## config.mk

```make
export PLATFORM = sky130hd
export DESIGN_NAME = bcd_updown_7seg
export DESIGN_NICKNAME = d
export VERILOG_FILES = /design/src/rtl/bcd_updown_7seg.sv
export SDC_FILE = /design/constraint.sdc
export NUM_CORES = 1
export LEC_CHECK = 0
export BUFFER_PORTS_ARGS = -buffer_cell sky130_fd_sc_hd__buf_4
export CELL_PAD_IN_SITES_DETAIL_PLACEMENT = 0
export CELL_PAD_IN_SITES_GLOBAL_PLACEMENT = 1
export CORE_MARGIN = 3
export CORE_UTILIZATION = 47
export DETAILED_ROUTE_END_ITERATION = 12
export PLACE_DENSITY_LB_ADDON = 0.1
export SETUP_SLACK_MARGIN = 0.5
export SLEW_MARGIN = 20
export SYNTH_ARGS = -nofsm -noshare
export SYNTH_HDL_FRONTEND = slang
export SYNTH_SLANG_ARGS = --single-unit
export TNS_END_PERCENT = 30
```

## constraint.sdc

```tcl
create_clock -name i_clk -period 6.2 [get_ports i_clk]
set_input_delay 0.31 -clock i_clk [delete_from_list [all_inputs] [get_ports i_clk]]
set_output_delay 0.31 -clock i_clk [all_outputs]
set_load 0.03 [all_outputs]
```

## src/rtl/bcd_updown_7seg.sv

```systemverilog
// N-digit BCD up/down counter with programmable wrap and validated load, driving
// a time-multiplexed 7-segment display with leading-zero blanking.
module bcd_digit_step (
    input  logic [3:0] d,
    input  logic       up,
    input  logic       cin,
    output logic [3:0] q
);
    always_comb begin
        q = d;
        if (cin) begin
            if (up) q = (d == 4'd9) ? 4'd0 : d + 4'd1;
            else    q = (d == 4'd0) ? 4'd9 : d - 4'd1;
        end
    end
endmodule

module bcd_updown_7seg #(
    parameter int DIGITS     = 4,
    parameter int TICK_WAIT  = 50000000,
    parameter int SCAN_WAIT  = 50000,
    parameter int MAX_VALUE  = 9999,
    parameter int BLANK_LZ   = 1,
    parameter int ACTIVE_LOW = 1
) (
    input  logic                  i_clk,
    input  logic                  i_rst,
    input  logic                  i_en,
    input  logic                  i_up,
    input  logic                  i_load,
    input  logic [4*DIGITS-1:0]   i_load_val,
    output logic [4*DIGITS-1:0]   o_value,
    output logic                  o_wrap,
    output logic [7:0]            o_seg,
    output logic [DIGITS-1:0]     o_dig
);
    localparam int W  = 4*DIGITS;
    localparam int PW = (TICK_WAIT > 1) ? $clog2(TICK_WAIT) : 1;
    localparam int SW = (SCAN_WAIT > 1) ? $clog2(SCAN_WAIT) : 1;
    localparam int IW = (DIGITS > 1) ? $clog2(DIGITS) : 1;
    localparam logic POL = (ACTIVE_LOW != 0);

    function automatic logic [W-1:0] to_bcd(input int v);
        logic [W-1:0] r;
        int t;
        r = '0;
        t = v;
        for (int i = 0; i < DIGITS; i++) begin
            r[4*i +: 4] = 4'(t % 10);
            t = t / 10;
        end
        return r;
    endfunction

    localparam logic [W-1:0] MAX_BCD = to_bcd(MAX_VALUE);

    function automatic logic [6:0] seg7(input logic [3:0] d);
        case (d)
            4'd0: seg7 = 7'h3F;
            4'd1: seg7 = 7'h06;
            4'd2: seg7 = 7'h5B;
            4'd3: seg7 = 7'h4F;
            4'd4: seg7 = 7'h66;
            4'd5: seg7 = 7'h6D;
            4'd6: seg7 = 7'h7D;
            4'd7: seg7 = 7'h07;
            4'd8: seg7 = 7'h7F;
            4'd9: seg7 = 7'h6F;
            default: seg7 = 7'h00;
        endcase
    endfunction

    logic [W-1:0]      cnt, step_val;
    logic [PW-1:0]     pre;
    logic [SW-1:0]     scan_cnt;
    logic [IW-1:0]     scan_idx;
    logic [DIGITS-1:0] cy, zf, nib_ok;
    logic              tick, load_ok;

    // cy[g]: digit g steps (carry on up, borrow on down); zf[g]: digits g..top all zero
    assign cy[0] = 1'b1;
    genvar g;
    generate
        for (g = 0; g < DIGITS; g++) begin : g_dig
            bcd_digit_step u_step (
                .d  (cnt[4*g +: 4]),
                .up (i_up),
                .cin(cy[g]),
                .q  (step_val[4*g +: 4])
            );
            assign nib_ok[g] = (i_load_val[4*g +: 4] <= 4'd9);
            if (g > 0) begin : g_cy
                assign cy[g] = cy[g-1] & (i_up ? (cnt[4*(g-1) +: 4] == 4'd9)
                                               : (cnt[4*(g-1) +: 4] == 4'd0));
            end
            if (g == DIGITS-1) begin : g_zt
                assign zf[g] = (cnt[4*g +: 4] == 4'd0);
            end else begin : g_zn
                assign zf[g] = zf[g+1] & (cnt[4*g +: 4] == 4'd0);
            end
        end
    endgenerate

    assign tick    = i_en && (pre == PW'(TICK_WAIT-1));
    assign load_ok = i_load && (&nib_ok) && (i_load_val <= MAX_BCD);
    assign o_value = cnt;

    always_ff @(posedge i_clk) begin
        if (i_rst) begin
            cnt    <= '0;
            pre    <= '0;
            o_wrap <= 1'b0;
        end else begin
            o_wrap <= 1'b0;
            if (load_ok) begin
                cnt <= i_load_val;
                pre <= '0;
            end else if (i_en) begin
                pre <= tick ? '0 : pre + 1'b1;
                if (tick) begin
                    if (i_up) begin
                        if (cnt == MAX_BCD) begin
                            cnt    <= '0;
                            o_wrap <= 1'b1;
                        end else cnt <= step_val;
                    end else begin
                        if (cnt == '0) begin
                            cnt    <= MAX_BCD;
                            o_wrap <= 1'b1;
                        end else cnt <= step_val;
                    end
                end
            end
        end
    end

    logic [3:0]        cur_d;
    logic              blank, dp;
    logic [7:0]        seg_raw;
    logic [DIGITS-1:0] dig_raw;

    assign cur_d   = cnt[4*scan_idx +: 4];
    assign blank   = (BLANK_LZ != 0) && (scan_idx != '0) && zf[scan_idx];
    assign dp      = (scan_idx == '0) && !i_up;
    assign seg_raw = blank ? 8'h00 : {dp, seg7(cur_d)};
    assign dig_raw = DIGITS'(1) << scan_idx;

    always_ff @(posedge i_clk) begin
        if (i_rst) begin
            scan_cnt <= '0;
            scan_idx <= '0;
            o_seg    <= {8{POL}};
            o_dig    <= {DIGITS{POL}};
        end else begin
            if (scan_cnt == SW'(SCAN_WAIT-1)) begin
                scan_cnt <= '0;
                scan_idx <= (scan_idx == IW'(DIGITS-1)) ? '0 : scan_idx + 1'b1;
            end else scan_cnt <= scan_cnt + 1'b1;
            o_seg <= seg_raw ^ {8{POL}};
            o_dig <= dig_raw ^ {DIGITS{POL}};
        end
    end
endmodule

```

==> summary.txt <==
Run status
  – Outcome: complete, no violations

Timing
  – Fmax: 0.3334 GHz
  – Final count of negative-setup-slack endpoints: 0
  – Final setup TNS: 0 ps
  – Final Hold Fails: 0
  – Period Utilization, post-route: 48.37%
  – Skew final: 13.17 ps
  – Slew headroom: 38.98%
  – RSZ-0062 raised after global routing: no
  – Final critical-path required period: 2999 ps
  – Tightest Pin Transition: 910.4 ps
  – Final Slew Violations: 0

Logic synthesis
  – Post-synthesis sequential area ratio: 34.25%
  – Syn Nets: 565
  – Synth cell types: 63
  – Top_reg_cell synth: dfxtp_1
  – Yosys reg bits: 73
  – Asr flop ratio synth: 0%
  – Yosys warnings: 0
  – Synthesized instance count: 521
  – Mapped Avg Cell Area: 8.189 um^2
  – Post-synth EDFFs: 0
  – Synth Cell Area: 4267 um^2

Cells and area
  – Inserted Diodes: 0
  – Area Growth Syn to Fin: 14.87%
  – Final cell count without fillers: 670
  – Fin nets: 601
  – Register area: 1461 um^2
  – Multi-input gate area: 2603 um^2
  – Fill cell count: 817
  – Fraction of layout instances using a drive strength above 1: 14.59%

Place
  – PortBufs: 49
  – DP Cell Count: 654
  – GP Congestion: 0.8261
  – Hpwl dp: 7532 um

Clock tree
  – Clock latency on the worst-skew pair: 360 ps
  – Clock-pin slew on the worst setup and hold paths: 70 ps
  – # hold bufs at CTS: 0
  – Setup bufs post-CTS: 0
  – Clock root buffer: clkbuf_8
  – Clk buf depth: 2
  – H-tree Lvls: 3
  – Clock sinks: 73
  – Post_cts resized: 0
  – TritonCTS buffer count: 9
  – CTS tree: done

Drt
  – Total routed wirelength: 10460 um
  – DRC: 0
  – Antenna Nets Post-Route: 0
  – DRC marker count from the first detailed-route iteration: 208
  – DR vias/cell: 5.616
  – DR pass1 iterations: 4
  – Routed WL per cell: 15.62 um
  – Via Count: 3763

Floorplanning
  – Initial core utilization: 48.69%
  – Core area: 8763 um^2
  – Die area: 10260 um^2
  – Die Y: 101.3 um
  – Chip width: 101.3 um
  – Ports: 50
  – FP Rows: 34

Global route
  – Grt met3 use: 5.303%
  – Most Crowded Layer GR: met2
  – Global-route wire length before repair: 17450 um
  – GRT overflow: 0
  – Met2 usage: 33.30%
  – Largest net degree at the start of global routing: 34
  – Met1 Usage GRT: 28.33%
  – Initial antenna violation count: 0
  – GRT Total Usage: 21.36%
  – Vias in the first global route: 3546

Setup path
  – Critical path class: reg -> reg
  – Worst Setup EP: pre[7]
  – Reg2reg start: pre[0]
  – Worst Setup End Kind: flop
  – Arr. time, crit path: 3200 ps
  – Required time of the critical path: 6410 ps
  – Worst-path maximum fanout: 24
  – Crit Reg-Reg Endpoint: pre[7]
  – CP Launch Point: pre[0]
  – R2R cell count: 6
  – CP startpoint kind: flop
  – R2R setup slack: 3200 ps

Pwr
  – Leakage power: 0.001923 uW
  – Power per cell area: 228.3 nW/um^2
  – Worst vdd ir: 0.00008880 V

Worst hold path
  – Hold path startpoint: i_load_val[8]
  – Min-delay worst type: in -> reg

Run
  – Number of max-cap violations: 0
[state kept, by name (all words and copies together), names as in the netlist]
register / cells
o_wrap: 1
scan_idx: 2
pre: 26
o_value: 16
o_dig: 4
scan_cnt: 16
o_seg: 8
[how the worst min path moves through the flow]
stage / to / slack (ps) / cells after the start
after global placement: scan_cnt[0] / 420 / 1
after detailed placement: scan_cnt[0] / 430 / 1
after global routing: o_value[4] / 170 / 2
final: o_value[8] / 160 / 3
after CTS: o_value[8] / 150 / 3
after floorplan: o_value[2] / 380 / 1
[metal layers]
layer	vias up	share of wire (%)
met3	21	4.1
li1	1895	-
met5	-	0
met1	1753	46
met2	94	46
met4	0	3.6
[power by group]
| part | leakage, uW | internal [uW] | switching, uW |
|---|---|---|---|
| clock network | 0.000120 | 278 | 182 |
| logic | 0.00121 | 61.2 | 93.8 |
| registers | 0.000593 | 483 | 21.1 |
| total | 0.00192 | 822 | 297 |
[through the flow]
stage | util (%) | hold WS, ps | setup slack [ps] | area (um^2) | total power [uW]
floorplan | - | 382.1 | 3947 | 4267 | 615.0
global placement | 53.14 | 423.8 | 3268 | 4657 | 668.1
detailed placement | 53.14 | 433.8 | 3198 | 4657 | 669.2
CTS | 55.93 | 146.4 | 3159 | 4901 | 1127
global route | 55.93 | 171.5 | 2872 | 4901 | 1171
finish | 55.93 | 159.4 | 3201 | 4901 | 1119
[Yosys cell counts, types with 3 or more instances]
library cell	instances	share of area, %
o22ai_1	3	0.44
mux2i_1	6	1.4
buf_2	8	0.94
a32oi_1	4	0.82
or3_1	3	0.44
xor2_1	22	4.5
clkbuf_1	12	1.1
a211oi_1	4	0.70
nand2b_1	9	1.3
a22oi_1	6	1.1
or3b_1	3	0.62
a21oi_1	24	2.8
o21ai_0	22	2.6
mux4_2	4	2.1
nor2b_1	9	1.3
a311oi_1	4	0.82
o31ai_1	6	1.1
nor3_1	11	1.3
xnor2_1	20	4.1
nor2_1	74	6.5
ha_1	23	6.7
o221ai_1	3	0.62
nand4_1	10	1.5
nand3_1	22	2.6
and3_1	16	2.3
inv_1	24	2.1
nand2_1	49	4.3
nor3b_1	3	0.53
dfxtp_1	73	34
[cells by family (layout without fill, tap and decap cells)]
logic type / count (synthesis) / count (layout) / share of synthesized area, %
AOI/OAI and AO/OA: 93 / 93 / 14.34
xor gates and xnor gates: 42 / 42 / 8.622
adders and majority gates: 23 / 23 / 6.745
buffers and inverters: 48 / 89 / 4.751
DFF: 73 / 73 / 34.25
muxes: 10 / 10 / 3.519
and+or+nand+nor: 232 / 232 / 27.77
[worst max-delay path, stage by stage, from the launching register on]
cell and delay (ps):
dfxtp_1 370, ha_1 190, nand3_1 120, nor4_1 300
nand4b_1 760, nand2_1 990, nor2_1 110
[layout make-up]
cell class | count | area share (%)
clock buffer | 11 | 2.885
clock inverter | 5 | 2.093
inverter | 24 | 1.838
multi-input combinational | 400 | 53.10
sequential | 73 | 29.82
tap | 108 | 2.757
timing repair buffer | 49 | 7.506
[cells in the final DEF (no fill, tap or decap), drive strengths merged, types with 3 or more instances in the layout]
| cell | synthesis | layout |
|---|---|---|
| a22oi | 6 | 6 |
| a311oi | 4 | 4 |
| nor3b | 3 | 3 |
| nor2b | 9 | 9 |
| xor2 | 22 | 22 |
| nor4b | 3 | 3 |
| inv | 24 | 24 |
| and3 | 16 | 16 |
| a32oi | 4 | 4 |
| buf | 11 | 49 |
| o31ai | 6 | 6 |
| o21ai | 23 | 23 |
| or3b | 3 | 3 |
| a21oi | 25 | 25 |
| and2 | 3 | 3 |
| nand4 | 11 | 11 |
| a211oi | 4 | 4 |
| o221ai | 4 | 4 |
| nor2 | 75 | 75 |
| xnor2 | 20 | 20 |
| nor3 | 13 | 13 |
| mux4 | 4 | 4 |
| ha | 23 | 23 |
| bufinv | 0 | 3 |
| o22ai | 4 | 4 |
| nand2 | 50 | 50 |
| or3 | 3 | 3 |
| clkbuf | 13 | 11 |
| nand2b | 9 | 9 |
| nand3 | 22 | 22 |
| dfxtp | 73 | 73 |
| mux2i | 6 | 6 |
Power figures use the tool's default switching activity.
